**src/rtl/defines_pkg.sv**
```systemverilog
// Shared types, default sizes and width helpers for the lane-parallel matrix-vector multiplier.
package defines_pkg;

  typedef enum logic [2:0] {
    StLoadA,
    StLoadB,
    StLoadX,
    StCompute,
    StDrain
  } state_e;

  localparam int unsigned DefInW    = 8;
  localparam int unsigned DefOutW   = 16;
  localparam int unsigned DefNRows  = 4;
  localparam int unsigned DefNCols  = 4;
  localparam int unsigned DefNLanes = 2;

  // Wide enough that NCOLS products plus the bias can never overflow.
  function automatic int unsigned acc_w(input int unsigned in_w, input int unsigned ncols);
    return 2 * in_w + $clog2(ncols + 1) + 1;
  endfunction

  // Counter/address width that never collapses to zero bits.
  function automatic int unsigned cw(input int unsigned n);
    return (n > 1) ? $clog2(n) : 1;
  endfunction

endpackage

```
**src/rtl/mvm_lane.sv**
```systemverilog
// One MAC lane: bias preload, signed multiply-accumulate, range check and saturate/wrap.
module mvm_lane
  import defines_pkg::*;
#(
  parameter int unsigned IN_W   = DefInW,
  parameter int unsigned OUT_W  = DefOutW,
  parameter int unsigned NCOLS  = DefNCols,
  parameter int unsigned SAT_EN = 0
) (
  input  logic             clk,
  input  logic             reset_n,
  input  logic             preload,
  input  logic             mac_en,
  input  logic [IN_W-1:0]  bias,
  input  logic [IN_W-1:0]  a,
  input  logic [IN_W-1:0]  x,
  output logic [OUT_W-1:0] result,
  output logic             overflow
);

  localparam int unsigned ACC_W = acc_w(IN_W, NCOLS);
  localparam int unsigned PW    = 2 * IN_W;

  localparam logic signed [ACC_W-1:0] OMAX = {{(ACC_W-OUT_W+1){1'b0}}, {(OUT_W-1){1'b1}}};
  localparam logic signed [ACC_W-1:0] OMIN = {{(ACC_W-OUT_W+1){1'b1}}, {(OUT_W-1){1'b0}}};

  logic signed [ACC_W-1:0] acc_q;
  logic signed [PW-1:0]    a_ext, x_ext, prod;
  logic signed [ACC_W-1:0] prod_ext;
  logic                    hi, lo;

  assign a_ext    = PW'($signed(a));
  assign x_ext    = PW'($signed(x));
  assign prod     = a_ext * x_ext;
  assign prod_ext = ACC_W'(prod);

  always_ff @(posedge clk or negedge reset_n) begin
    if (!reset_n) begin
      acc_q <= '0;
    end else if (preload) begin
      acc_q <= ACC_W'($signed(bias));
    end else if (mac_en) begin
      acc_q <= acc_q + prod_ext;
    end
  end

  always_comb begin
    hi       = acc_q > OMAX;
    lo       = acc_q < OMIN;
    overflow = hi || lo;
    result   = acc_q[OUT_W-1:0];
    if (SAT_EN != 0) begin
      if (hi) result = OMAX[OUT_W-1:0];
      else if (lo) result = OMIN[OUT_W-1:0];
    end
  end

endmodule

```
**src/rtl/mvm_mem.sv**
```systemverilog
// Simple dual-port memory with one-cycle registered read; contents are never reset.
module mvm_mem
  import defines_pkg::*;
#(
  parameter int unsigned W     = 8,
  parameter int unsigned DEPTH = 4
) (
  input  logic                 clk,
  input  logic                 we,
  input  logic [cw(DEPTH)-1:0] waddr,
  input  logic [W-1:0]         wdata,
  input  logic [cw(DEPTH)-1:0] raddr,
  output logic [W-1:0]         rdata
);

  logic [W-1:0] mem [DEPTH];

  always_ff @(posedge clk) begin
    if (we) mem[waddr] <= wdata;
    rdata <= mem[raddr];
  end

endmodule

```
**src/rtl/mvm_lanes.sv**
```systemverilog
// y = A*x + b with NLANES rows computed in parallel; operands in and results out on
// valid/ready streams, optionally reusing A and b across passes.
module mvm_lanes
  import defines_pkg::*;
#(
  parameter int unsigned IN_W   = DefInW,
  parameter int unsigned OUT_W  = DefOutW,
  parameter int unsigned NROWS  = DefNRows,
  parameter int unsigned NCOLS  = DefNCols,
  parameter int unsigned NLANES = DefNLanes,
  parameter int unsigned SAT_EN = 0
) (
  input  logic             clk,
  input  logic             reset_n,
  input  logic             s_valid,
  output logic             s_ready,
  input  logic [IN_W-1:0]  s_data,
  input  logic             keep_ab,
  output logic             m_valid,
  input  logic             m_ready,
  output logic [OUT_W-1:0] m_data,
  output logic             m_overflow,
  output logic             m_last
);

  localparam int unsigned NGROUPS = NROWS / NLANES;
  localparam int unsigned COL_W   = cw(NCOLS);
  localparam int unsigned LANE_W  = cw(NLANES);
  localparam int unsigned GRP_W   = cw(NGROUPS);
  localparam int unsigned AA_W    = cw(NGROUPS * NCOLS);
  localparam int unsigned CYC_W   = cw(NCOLS + 2);

  if (NLANES == 0 || (NROWS % NLANES) != 0) begin : g_bad_cfg
    $fatal(1, "mvm_lanes: NLANES must divide NROWS");
  end

  state_e              state_q;
  logic [COL_W-1:0]    ld_col_q;
  logic [LANE_W-1:0]   ld_lane_q, didx_q, didx_nxt;
  logic [GRP_W-1:0]    ld_grp_q, grp_q;
  logic [CYC_W-1:0]    cyc_q;
  logic                held_q, buf_last_q;
  logic                m_valid_q, m_ovf_q, m_last_q;
  logic [OUT_W-1:0]    m_data_q;
  logic [OUT_W-1:0]    buf_data_q [NLANES];
  logic                buf_ovf_q  [NLANES];
  logic [OUT_W-1:0]    lane_data  [NLANES];
  logic                lane_ovf   [NLANES];

  logic                fire, preload, mac_en, last_g;
  logic                col_last, lane_last, grp_last;
  logic [COL_W-1:0]    col_rd;
  logic [AA_W-1:0]     a_waddr, a_raddr;
  logic [IN_W-1:0]     x_rd;

  always_comb begin
    s_ready   = (state_q == StLoadA) || (state_q == StLoadB) || (state_q == StLoadX);
    fire      = s_valid && s_ready;
    col_last  = ld_col_q == COL_W'(NCOLS - 1);
    lane_last = ld_lane_q == LANE_W'(NLANES - 1);
    grp_last  = ld_grp_q == GRP_W'(NGROUPS - 1);
    last_g    = grp_q == GRP_W'(NGROUPS - 1);
    didx_nxt  = didx_q + LANE_W'(1);
    col_rd    = (cyc_q < CYC_W'(NCOLS)) ? cyc_q[COL_W-1:0] : '0;
    a_waddr   = AA_W'(ld_grp_q) * AA_W'(NCOLS) + AA_W'(ld_col_q);
    a_raddr   = AA_W'(grp_q) * AA_W'(NCOLS) + AA_W'(col_rd);
    preload   = (state_q == StCompute) && (cyc_q == '0);
    mac_en    = (state_q == StCompute) && (cyc_q != '0) && (cyc_q <= CYC_W'(NCOLS));
  end

  mvm_mem #(.W(IN_W), .DEPTH(NCOLS)) u_x_mem (
    .clk   (clk),
    .we    (fire && (state_q == StLoadX)),
    .waddr (ld_col_q),
    .wdata (s_data),
    .raddr (col_rd),
    .rdata (x_rd)
  );

  for (genvar l = 0; l < NLANES; l++) begin : g_lane
    logic [IN_W-1:0] a_rd, b_rd;

    mvm_mem #(.W(IN_W), .DEPTH(NGROUPS * NCOLS)) u_a_mem (
      .clk   (clk),
      .we    (fire && (state_q == StLoadA) && (ld_lane_q == LANE_W'(l))),
      .waddr (a_waddr),
      .wdata (s_data),
      .raddr (a_raddr),
      .rdata (a_rd)
    );

    // grp_q already points at the upcoming group while idle, so bias is ready at cycle 0.
    mvm_mem #(.W(IN_W), .DEPTH(NGROUPS)) u_b_mem (
      .clk   (clk),
      .we    (fire && (state_q == StLoadB) && (ld_lane_q == LANE_W'(l))),
      .waddr (ld_grp_q),
      .wdata (s_data),
      .raddr (grp_q),
      .rdata (b_rd)
    );

    mvm_lane #(.IN_W(IN_W), .OUT_W(OUT_W), .NCOLS(NCOLS), .SAT_EN(SAT_EN)) u_lane (
      .clk      (clk),
      .reset_n  (reset_n),
      .preload  (preload),
      .mac_en   (mac_en),
      .bias     (b_rd),
      .a        (a_rd),
      .x        (x_rd),
      .result   (lane_data[l]),
      .overflow (lane_ovf[l])
    );
  end

  always_ff @(posedge clk or negedge reset_n) begin
    if (!reset_n) begin
      state_q    <= StLoadA;
      ld_col_q   <= '0;
      ld_lane_q  <= '0;
      ld_grp_q   <= '0;
      grp_q      <= '0;
      cyc_q      <= '0;
      didx_q     <= '0;
      held_q     <= 1'b0;
      buf_last_q <= 1'b0;
      m_valid_q  <= 1'b0;
      m_data_q   <= '0;
      m_ovf_q    <= 1'b0;
      m_last_q   <= 1'b0;
      for (int i = 0; i < NLANES; i++) begin
        buf_data_q[i] <= '0;
        buf_ovf_q[i]  <= 1'b0;
      end
    end else begin
      unique case (state_q)
        StLoadA: if (fire) begin
          if (!col_last) begin
            ld_col_q <= ld_col_q + COL_W'(1);
          end else begin
            ld_col_q <= '0;
            if (!lane_last) begin
              ld_lane_q <= ld_lane_q + LANE_W'(1);
            end else begin
              ld_lane_q <= '0;
              if (!grp_last) begin
                ld_grp_q <= ld_grp_q + GRP_W'(1);
              end else begin
                ld_grp_q <= '0;
                state_q  <= StLoadB;
              end
            end
          end
        end
        StLoadB: if (fire) begin
          if (!lane_last) begin
            ld_lane_q <= ld_lane_q + LANE_W'(1);
          end else begin
            ld_lane_q <= '0;
            if (!grp_last) begin
              ld_grp_q <= ld_grp_q + GRP_W'(1);
            end else begin
              ld_grp_q <= '0;
              held_q   <= 1'b1;
              state_q  <= StLoadX;
            end
          end
        end
        StLoadX: if (fire) begin
          if (!col_last) begin
            ld_col_q <= ld_col_q + COL_W'(1);
          end else begin
            ld_col_q <= '0;
            cyc_q    <= '0;
            state_q  <= StCompute;
          end
        end
        StCompute: begin
          if (cyc_q == CYC_W'(NCOLS + 1)) begin
            for (int i = 0; i < NLANES; i++) begin
              buf_data_q[i] <= lane_data[i];
              buf_ovf_q[i]  <= lane_ovf[i];
            end
            m_valid_q  <= 1'b1;
            m_data_q   <= lane_data[0];
            m_ovf_q    <= lane_ovf[0];
            m_last_q   <= last_g && (NLANES == 1);
            buf_last_q <= last_g;
            didx_q     <= '0;
            grp_q      <= last_g ? '0 : grp_q + GRP_W'(1);
            state_q    <= StDrain;
          end else begin
            cyc_q <= cyc_q + CYC_W'(1);
          end
        end
        StDrain: if (m_valid_q && m_ready) begin
          if (didx_q == LANE_W'(NLANES - 1)) begin
            m_valid_q <= 1'b0;
            if (m_last_q) begin
              m_last_q <= 1'b0;
              if (keep_ab && held_q) begin
                state_q <= StLoadX;
              end else begin
                held_q  <= 1'b0;
                state_q <= StLoadA;
              end
            end else begin
              cyc_q   <= '0;
              state_q <= StCompute;
            end
          end else begin
            didx_q   <= didx_nxt;
            m_data_q <= buf_data_q[didx_nxt];
            m_ovf_q  <= buf_ovf_q[didx_nxt];
            m_last_q <= buf_last_q && (didx_nxt == LANE_W'(NLANES - 1));
          end
        end
        default: state_q <= StLoadA;
      endcase
    end
  end

  assign m_valid    = m_valid_q;
  assign m_data     = m_data_q;
  assign m_overflow = m_ovf_q;
  assign m_last     = m_last_q;

endmodule

```
**config.mk**
```make
export PLATFORM = sky130hd
export DESIGN_NAME = mvm_lanes
export DESIGN_NICKNAME = d
export VERILOG_FILES = /design/src/rtl/defines_pkg.sv /design/src/rtl/mvm_lane.sv /design/src/rtl/mvm_mem.sv /design/src/rtl/mvm_lanes.sv
export SDC_FILE = /design/constraint.sdc
export NUM_CORES = 1
export LEC_CHECK = 0
export ABC_AREA = 1
export BUFFER_PORTS_ARGS = -buffer_cell sky130_fd_sc_hd__buf_4
export CELL_PAD_IN_SITES_DETAIL_PLACEMENT = 1
export CELL_PAD_IN_SITES_GLOBAL_PLACEMENT = 2
export CORE_MARGIN = 1.5
export CORE_UTILIZATION = 38
export CTS_BUF_LIST = sky130_fd_sc_hd__clkbuf_2 sky130_fd_sc_hd__clkbuf_4 sky130_fd_sc_hd__clkbuf_8
export DETAILED_ROUTE_END_ITERATION = 16
export PLACE_DENSITY_LB_ADDON = 0.1
export REMOVE_ABC_BUFFERS = 1
export SYNTH_ARGS = -nofsm -noshare
export SYNTH_HDL_FRONTEND = slang
export SYNTH_HIERARCHICAL = 1
export SYNTH_SLANG_ARGS = --single-unit
```
**constraint.sdc**
```tcl
create_clock -name clk -period 4.6 [get_ports clk]
set_clock_uncertainty 0.05 [all_clocks]
set_input_delay 0.69 -clock clk [delete_from_list [all_inputs] [get_ports clk]]
set_output_delay 0.69 -clock clk [all_outputs]
set_load 0.02 [all_outputs]
```
==> results of run 1 <==
metrics by stage:
step | setup TNS, ns | instances | hold WS, ns | worst slack (ns)
3_3_place_gp | -3.64 | 3342 | 0.369 | -0.297
5_1_grt | -0.734 | 3497 | 0.369 | -0.0950
3_5_place_dp | -5.85 | 3342 | 0.375 | -0.413
6_report | 0 | 3497 | 0.374 | 0.0570
4_1_cts | 0 | 3473 | 0.337 | 0.000427
2_1_floorplan | -0.287 | 2407 | 0.344 | -0.0624
cell usage in the layout, fill, tap and decap left out, types with 23 or more instances in the layout:
cell type	n
o21ai_0	67
nand2_1	690
fa_1	163
inv_2	27
inv_1	536
ha_4	45
edfxtp_1	192
dfrtp_1	107
buf_4	178
dfxtp_1	23
clkbuf_8	85
nand2_2	47
a21oi_1	36
nor2_1	83
o21ai_1	34
nand3_1	124
ha_1	51
worst min-delay path, cell delays in order (launching register included):
cell,delay [ns]
dfxtp_1,0.30
nand2_1,0.05
nand3_1,0.07
routing by layer:
layer | global-route usage | wire length (um) | up-vias
met4 | 0.0684 | 1450 | 0
met1 | 0.279 | 28200 | 8097
met2 | 0.384 | 32300 | 197
met3 | 0.0303 | 1760 | 78
met5 | 0 | 0 | -
li1 | - | - | 7962
cell families (layout without fill, tap and decap cells):
logic type,after synthesis,after routing
multiplexers,1,1
buffers and inverters,687,894
flip-flops,339,339
AO/OA/AOI/OAI,200,200
AND/OR/NAND/NOR,1009,1009
adder cells (fa/ha/maj),272,272
XOR/XNOR,17,17
cell type report:
cell class,instances,area (um^2),share of cell area
repair buffers,197,1640,0.0615
well taps,765,957,0.0359
multi-input cells,1499,11100,0.417
inverters,569,2150,0.0805
clock inverters,21,175,0.00657
clock buffers,107,1340,0.0500
flip-flops and latches,339,9290,0.348
registers in the layout (all words and copies together) (netlist names), 3 cells and up:
| name | cells |
|---|---|
| g_lane.u_lane/acc_q | 40 |
| g_lane.u_b_mem/rdata | 16 |
| u_x_mem/rdata | 8 |
| g_lane.u_a_mem/rdata | 16 |
| g_lane.u_b_mem/mem | 32 |
| state_q | 3 |
| m_data | 16 |
| cyc_q | 3 |
| g_lane.u_a_mem/mem | 128 |
| u_x_mem/mem | 32 |
| buf_data_q | 32 |
path summary, 6_finish.rpt:
| check | startpoint | to | slack, ns | cells after the start |
|---|---|---|---|---|
| worst max register to register | u_x_mem/rdata[1] | g_lane[1].u_lane/acc_q[11] | 0.06 | 18 |
| worst max-delay path | u_x_mem/rdata[1] | g_lane[1].u_lane/acc_q[11] | 0.06 | 18 |
| max in group asynchronous | reset_n | g_lane[1].u_lane/acc_q[5] | 2.81 | 3 |
| worst min register to register | g_lane[1].u_b_mem/rdata[0] | g_lane[1].u_lane/acc_q[0] | 0.37 | 2 |
| min in group asynchronous | reset_n | buf_data_q[15] | 0.56 | 2 |
| worst min-delay path | g_lane[1].u_b_mem/rdata[0] | g_lane[1].u_lane/acc_q[0] | 0.37 | 2 |
what timing repair did:
action,in CTS,in global routing
setup endpoints to repair,23,23
gates cloned,0,1
buffers inserted,2,23
resized for setup,55,164
endpoints found under the hold margin,4,0
pin swaps,21,117
hold buffers,1,0
==> impl_metrics.yaml, run 1 <==
logic_synthesis:
  netlist_top_cells_count: "nand2_1 (724), inv_1 (550), edfxtp_1 (192), fa_1 (176), nand3_1 (133)"
  synthSimpleGateAreaFrac: 0.185
  synth_top_family_by_area: "adder cells"
  synth_top_area_cell: "edfxtp_1"
  synth_area_leaders: "edfxtp_1 (26%), fa_1 (16%), nand2_1 (12%)"
  yosysMostFrequentCell: "nand2_1"
  synth_area_um2: 22300
  syn_inst: 2525
  yosysSeqAreaShare: 0.414
  synth_cell_types: 46
  synth_seq_cells: 339
  synth_fa_ha_area_frac: 0.212
  synth-xor-area-share: 0.00667
  synth_ff_type: "edfxtp_1"
  avgSynthCellArea_um2: 8.84
  synth-warning-count: 6
  yosys.area.top_type_share: 0.258
  synthArstFlopShare: 0.316
  synth_edf_count: 192
  muxShareOfSynthArea: 0.000504
  synth-compound-area-share: 0.0516
timing:
  hold_viol: 0
  slew_headroom: 0.165
  setup_viol: 0
  rsz0062_at_grt: "true"
  period_needed_ns: 4.54
  drv_slew: 0
  max_freq_mhz: 220
  worst_slew_pin_slew_ns: 1.24
  period_share: 0.988
grt:
  grt_overflow_total: 0
  track_usage: 0.219
  antenna_found_initial: 1
  grt_first_pass_wirelength_um: 101000
  grt_pass1_vias: 18200
  grt_max_degree: 50
final_layout:
  fin_nets: 2960
  final_util: 0.461
  drive_gt1_frac: 0.206
  fillers: 6706
  syn_to_final_growth_pct: 19.5
  diodes: 0
  fin_area_um2: 26700
floorplan:
  num_io_pins: 33
  fp.dieW_um: 245
  dieArea_um2: 60200
  fp.dieH_um: 245
  start_util: 0.385
  rows: 88
  coreArea_um2: 57900
critical_path:
  worstPathArrival_ns: 5.02
  worstPathRequired_ns: 5.07
  critPathMaxFanout: 7
  crit_top_cell: "fa_1"
  critPathSlowestCell: "fa_1"
  slowest_delay_ns: 0.61
  startpoint_type: "register"
  critical_path.endpoint_type: "register"
  critPathTopFamily: "adder cells"
  critical_path_class: "register to register"
  path_cells: "buf_6 -> nand2_1 -> inv_1 -> buf_12 -> buf_12 -> fa_1 -> fa_1 -> fa_1 -> fa_1 -> ha_4 -> ha_4 -> nand2_2 -> inv_2 -> a21oi_4 -> nand2_2 -> or2_0 -> nand3_1 -> nand2_1"
  cp_num_buf_inv: 5
routing:
  drc: 0
  num_vias: 16300
  postRouteAntennaNets: 0
  drt_iter0_drc: 597
  vias_per_cell: 4.67
  wire_per_inst_um: 18.2
  routed_wl_um: 63700
  first_pass_iters: 7
cts:
  cts_made_buffers: 69
  htreeDepth: 3
  cts_tree: "built"
  clockBufferDepth: 3
  cts-root-buf: "clkbuf_8"
  cts_sinks: 339
  clkTransAtPathRegs_ns: 0.06
  clk_latency_ns: 0.65
place:
  postPlaceCellArea_um2: 23900
  hpwl_um: 47000
  numPortBuffers: 32
  finalWeightedCongestion: 0.832
status:
  outcome: "completed"
worst_hold_path:
  holdCritPathClass: "register to register"
run:
  drv_cap: 0
Power of run 1 is left out: the tool's default activity adds up to more than one toggle a clock period on the data nets, which glitch-free logic cannot reach.
==> run 2, diff against run 1 <==
==> constraint.sdc (replaced) <==
create_clock -name clk -period 4.6 [get_ports clk]
set_clock_uncertainty 0.05 [all_clocks]
set_input_delay 0.23 -clock clk [delete_from_list [all_inputs] [get_ports clk]]
set_output_delay 0.23 -clock clk [all_outputs]
set_load 0.02 [all_outputs]
==> impl_metrics.yaml, run 2 (synthesis results as in run 1) <==
status:
  outcome: "completed"
routing:
  drc: 0
  topRoutingLayerUsed: "met4"
  first_pass_iters: 7
  routed_wl_um: 63500
  wl_met1_um: 28200
  num_vias: 16400
  drt_iter0_drc: 548
  wl_met2_um: 31700
  vias_per_cell: 4.70
  postRouteAntennaNets: 0
  wire_per_inst_um: 18.2
  wl_met3_um: 1810
timing:
  slew_headroom: 0.0925
  drv_slew: 0
  tns_ns: 0
  worst_slew_pin_slew_ns: 1.35
  setup_viol: 0
  period_needed_ns: 4.54
  max_freq_mhz: 220
  rsz0062_at_grt: "true"
  period_share: 0.987
  worst_slack_ns: 0.0591
  hold_viol: 0
floorplan:
  start_util: 0.385
  rows: 88
  coreArea_um2: 57900
  dieArea_um2: 60200
  num_io_pins: 33
  fp.dieW_um: 245
  fp.dieH_um: 245
final_layout:
  fin_nets: 2962
  top_regs: "g_lane.u_a_mem/mem x128, g_lane.u_lane/acc_q x40"
  fillers: 6733
  largest_reg_flops: 128
  final_common_cell: "nand2_1"
  drive_gt1_frac: 0.190
  syn_to_final_growth_pct: 18.0
  largest_register: "g_lane.u_a_mem/mem"
  layout_common_cells: "nand2_1 (703), inv_1 (540), edfxtp_1 (192)"
  final_cell_count_no_fill: 3495
  fin_area_um2: 26300
  diodes: 0
critical_path:
  critPathMaxFanout: 5
  critPathSlowestCell: "fa_1"
  startpoint_type: "register"
  worstPathArrival_ns: 5.00
  slowest_delay_ns: 0.54
  critical_path_class: "register to register"
  path_cells: "buf_6 -> nand2_2 -> inv_4 -> buf_12 -> buf_4 -> fa_1 -> inv_1 -> fa_1 -> inv_1 -> fa_1 -> inv_1 -> fa_1 -> inv_1 -> ha_4 -> ha_4 -> buf_4 -> nand2_1 -> nor2_2 -> nand3_2 -> nand2_2 -> nand2_1 -> nand2_1 -> o21ai_2"
  worstPathRequired_ns: 5.06
  critical_path.endpoint_type: "register"
worst_hold_path:
  holdCritPathClass: "primary input to async pin"
cts:
  clk_latency_ns: 0.64
  htreeDepth: 3
  cts_sinks: 339
  cts_made_buffers: 68
  cts_tree: "built"
  cts-root-buf: "clkbuf_8"
  clockBufferDepth: 3
  clkTransAtPathRegs_ns: 0.06
grt:
  grt_overflow_total: 0
  antenna_found_initial: 0
  track_usage: 0.218
  grt_first_pass_wirelength_um: 101000
  grt_max_degree: 44
  grt_pass1_vias: 18200
place:
  numPlacedInstances: 3343
  hpwl_um: 46800
  postPlaceCellArea_um2: 23900
  finalWeightedCongestion: 0.828
  post-place-ws_ns: -0.407
  numPortBuffers: 32
run:
  drv_cap: 0
==> run 2: cell types whose count changed in the layout (fill, tap and decap cells not counted), moves of 8 or more <==
cell           delta
ha_1              +8
nand2_2          -10
ha_4             -11
nand2_1          +13
clkbuf_8         -12
dlygate4sd3_1     +9
==> run 2: final timing paths <==
path                                              end                        start  cells after the start  slack, ns
min in group clk                               held_q                      keep_ab                      6       0.07
hold reg to reg            g_lane[1].u_b_mem/rdata[4]  g_lane[1].u_b_mem/mem[0][4]                      2       0.39
max in group asynchronous   g_lane[0].u_lane/acc_q[1]                      reset_n                      3       3.43
hold / removal                         buf_data_q[12]                      reset_n                      2       0.06
setup / recovery           g_lane[0].u_lane/acc_q[18]             u_x_mem/rdata[1]                     23       0.06
setup reg to reg           g_lane[0].u_lane/acc_q[18]             u_x_mem/rdata[1]                     23       0.06
==> run 2: stage by stage <==
stage / util / hold WS (ns)
final: 0.455 / 0.0588
after global routing: 0.455 / 0.0894
after CTS: 0.444 / 0.0261
after detailed placement: 0.413 / 0.189
after global placement: 0.413 / 0.187
after floorplan: - / -0.116
==> run 2: cell type report <==
| type | count | area [um^2] | area share |
|---|---|---|---|
| Clock inverter | 33 | 265 | 0.0101 |
| Inverter | 569 | 2150 | 0.0817 |
| Sequential cell | 339 | 9290 | 0.352 |
| Multi-Input combinational cell | 1499 | 10900 | 0.414 |
| Tap cell | 765 | 957 | 0.0363 |
| Clock buffer | 90 | 1130 | 0.0430 |
| Timing Repair Buffer | 200 | 1660 | 0.0628 |
==> run 2: per-layer routing <==
| metal | up-vias | global-route usage |
|---|---|---|
| met4 | 0 | 0.0695 |
| li1 | 7948 | - |
| met2 | 219 | 0.384 |
| met1 | 8139 | 0.274 |
| met5 | - | 0 |
| met3 | 107 | 0.0334 |
==> run 2: worst max-delay path: cells and delay by family (launching register included) <==
kind                       cells  cell delay (ns)
adders and majority gates      6             2.54
buffers and inverters          9             0.84
AOI/OAI and AO/OA              1             0.05
and+or+nand+nor                7             0.58
DFF                            1             0.35
==> run 2: repair_timing <==
action / 4_1_cts / 5_1_grt
hold endpoints to repair: 229 / 0
setup buffers: 6 / 11
gates cloned: 0 / 2
setup endpoints to repair: 24 / 23
hold buffers: 10 / 0
pin swaps: 22 / 56
gates resized for setup: 51 / 123
Power of run 2 is left out for the same reason.
==> run 3, diff against run 2 <==
--- a/config.mk
+++ b/config.mk
@@ -14,6 +14,7 @@
 export CTS_BUF_LIST = sky130_fd_sc_hd__clkbuf_2 sky130_fd_sc_hd__clkbuf_4 sky130_fd_sc_hd__clkbuf_8
 export DETAILED_ROUTE_END_ITERATION = 16
 export PLACE_DENSITY_LB_ADDON = 0.1
+export RECOVER_POWER = 25
 export REMOVE_ABC_BUFFERS = 1
 export SYNTH_ARGS = -nofsm -noshare
 export SYNTH_HDL_FRONTEND = slang
==> impl_metrics.yaml, run 3 (synthesis results as in run 1) <==
grt:
  grt_pass1_vias: 18200
  grt_first_pass_wirelength_um: 101000
  grt_overflow_total: 0
  track_usage: 0.218
  antenna_found_initial: 0
  grt_max_degree: 44
timing:
  period_share: 0.987
  hold_viol: 0
  drv_slew: 37
  setup_viol: 0
  slew_headroom: -0.468
  fin_hold_ws_ns: 0.0660
  period_needed_ns: 4.54
  rsz0062_at_grt: "true"
  max_freq_mhz: 220
  worst_slack_ns: 0.0581
  worst_slew_pin_slew_ns: 2.20
critical_path:
  startpoint: "u_x_mem/rdata[1]"
  r2r_end: "g_lane[0].u_lane/acc_q[18]"
  rr_worst_depth: 23
  worstPathArrival_ns: 5.00
  reg2reg_slack_ns: 0.06
  critical_path_class: "register to register"
  reg2reg_from: "u_x_mem/rdata[1]"
  endpoint: "g_lane[0].u_lane/acc_q[18]"
  critPathMaxFanout: 5
  critical_path.endpoint_type: "register"
  worstPathRequired_ns: 5.06
  startpoint_type: "register"
status:
  violations: "max-capacitance violations, max-slew violations"
  outcome: "finished with violations"
final_layout:
  layout_common_cells: "nand2_1 (703), inv_1 (540), edfxtp_1 (192)"
  largest_reg_flops: 128
  drive_gt1_frac: 0.188
  final_common_cell: "nand2_1"
  fin_nets: 2962
  largest_register: "g_lane.u_a_mem/mem"
  diodes: 0
  top_regs: "g_lane.u_a_mem/mem x128, g_lane.u_lane/acc_q x40"
  syn_to_final_growth_pct: 17.9
  final_util: 0.454
cts:
  htreeDepth: 3
  clkTransAtPathRegs_ns: 0.06
  clk_latency_ns: 0.64
  cts_tree: "built"
  cts_sinks: 339
  cts_made_buffers: 68
  clockBufferDepth: 3
  cts-root-buf: "clkbuf_8"
routing:
  wl_met2_um: 31700
  first_pass_iters: 5
  wl_met1_um: 28200
  topRoutingLayerUsed: "met4"
  vias_per_cell: 4.70
  wl_met3_um: 1760
  postRouteAntennaNets: 0
  wire_per_inst_um: 18.2
  num_vias: 16400
  routed_wl_um: 63500
  drc: 0
  drt_iter0_drc: 556
floorplan:
  num_io_pins: 33
  start_util: 0.385
  fp.dieW_um: 245
  rows: 88
  fp.dieH_um: 245
  coreArea_um2: 57900
  dieArea_um2: 60200
run:
  drv_cap: 1
place:
  post-place-ws_ns: -0.407
  numPortBuffers: 32
  finalWeightedCongestion: 0.828
  hpwl_um: 46800
worst_hold_path:
  holdCritPathClass: "primary input to register"
-- run 3: cell types whose count changed in the layout (fill, tap and decap cells not counted), sizes merged --
cell / previous run / this run
buf: 188 / 181
clkbuf: 92 / 99
-- run 3: metal layers --
metal	GRT usage	vias to the layer above
met4	0.0695	0
met1	0.274	8143
li1	-	7949
met2	0.384	214
met3	0.0334	109
met5	0	-
-- run 3: area by class of cell --
class	instances	area, um^2
inverter	569	2150
sequential	339	9290
clock inverter	33	265
timing repair buffer	200	1630
clock buffer	90	1130
fill	6739	31600
multi-input combinational	1499	10900
tap	765	957
-- run 3: what timing repair did --
action / CTS / global route
pin swaps: 22 / 56
endpoints found under the setup margin: 24 / 23
resized for setup: 51 / 123
cloned: 0 / 2
hold endpoints to repair: 229 / 0
hold buffers: 10 / 0
buffers inserted: 6 / 11
-- run 3: worst min-delay path by stage --
stage / to / depth (start not counted) / start / slack (ns)
detailed placement: buf_data_q[15] / 1 / reset_n / 0.19
global route: held_q / 6 / keep_ab / 0.11
global placement: buf_data_q[15] / 1 / reset_n / 0.19
finish: held_q / 6 / keep_ab / 0.07
CTS: state_q[1] / 7 / keep_ab / 0.03
floorplan: buf_data_q[0] / 0 / reset_n / -0.12
-- run 3: critical path: stages (launching register included) --
cell,delay [ns]
dfxtp_4,0.35
buf_6,0.13
nand2_2,0.07
inv_4,0.05
buf_12,0.14
buf_4,0.15
fa_1,0.50
inv_1,0.05
fa_1,0.49
inv_1,0.06
fa_1,0.49
inv_1,0.06
fa_1,0.54
inv_1,0.07
ha_4,0.24
ha_4,0.28
buf_4,0.13
nand2_1,0.07
nor2_2,0.14
nand3_2,0.08
nand2_2,0.09
nand2_1,0.06
nand2_1,0.07
o21ai_2,0.05
-- run 3: per-stage QoR --
step	TNS (ns)	cells	cell area, um^2
global placement	-3.55	3343	23900
finish	0	3495	26300
floorplan	-0.287	2407	21600
detailed placement	-5.11	3343	23900
CTS	0	3482	25700
global route	-0.703	3495	26300
Power of run 3 is left out for the same reason.
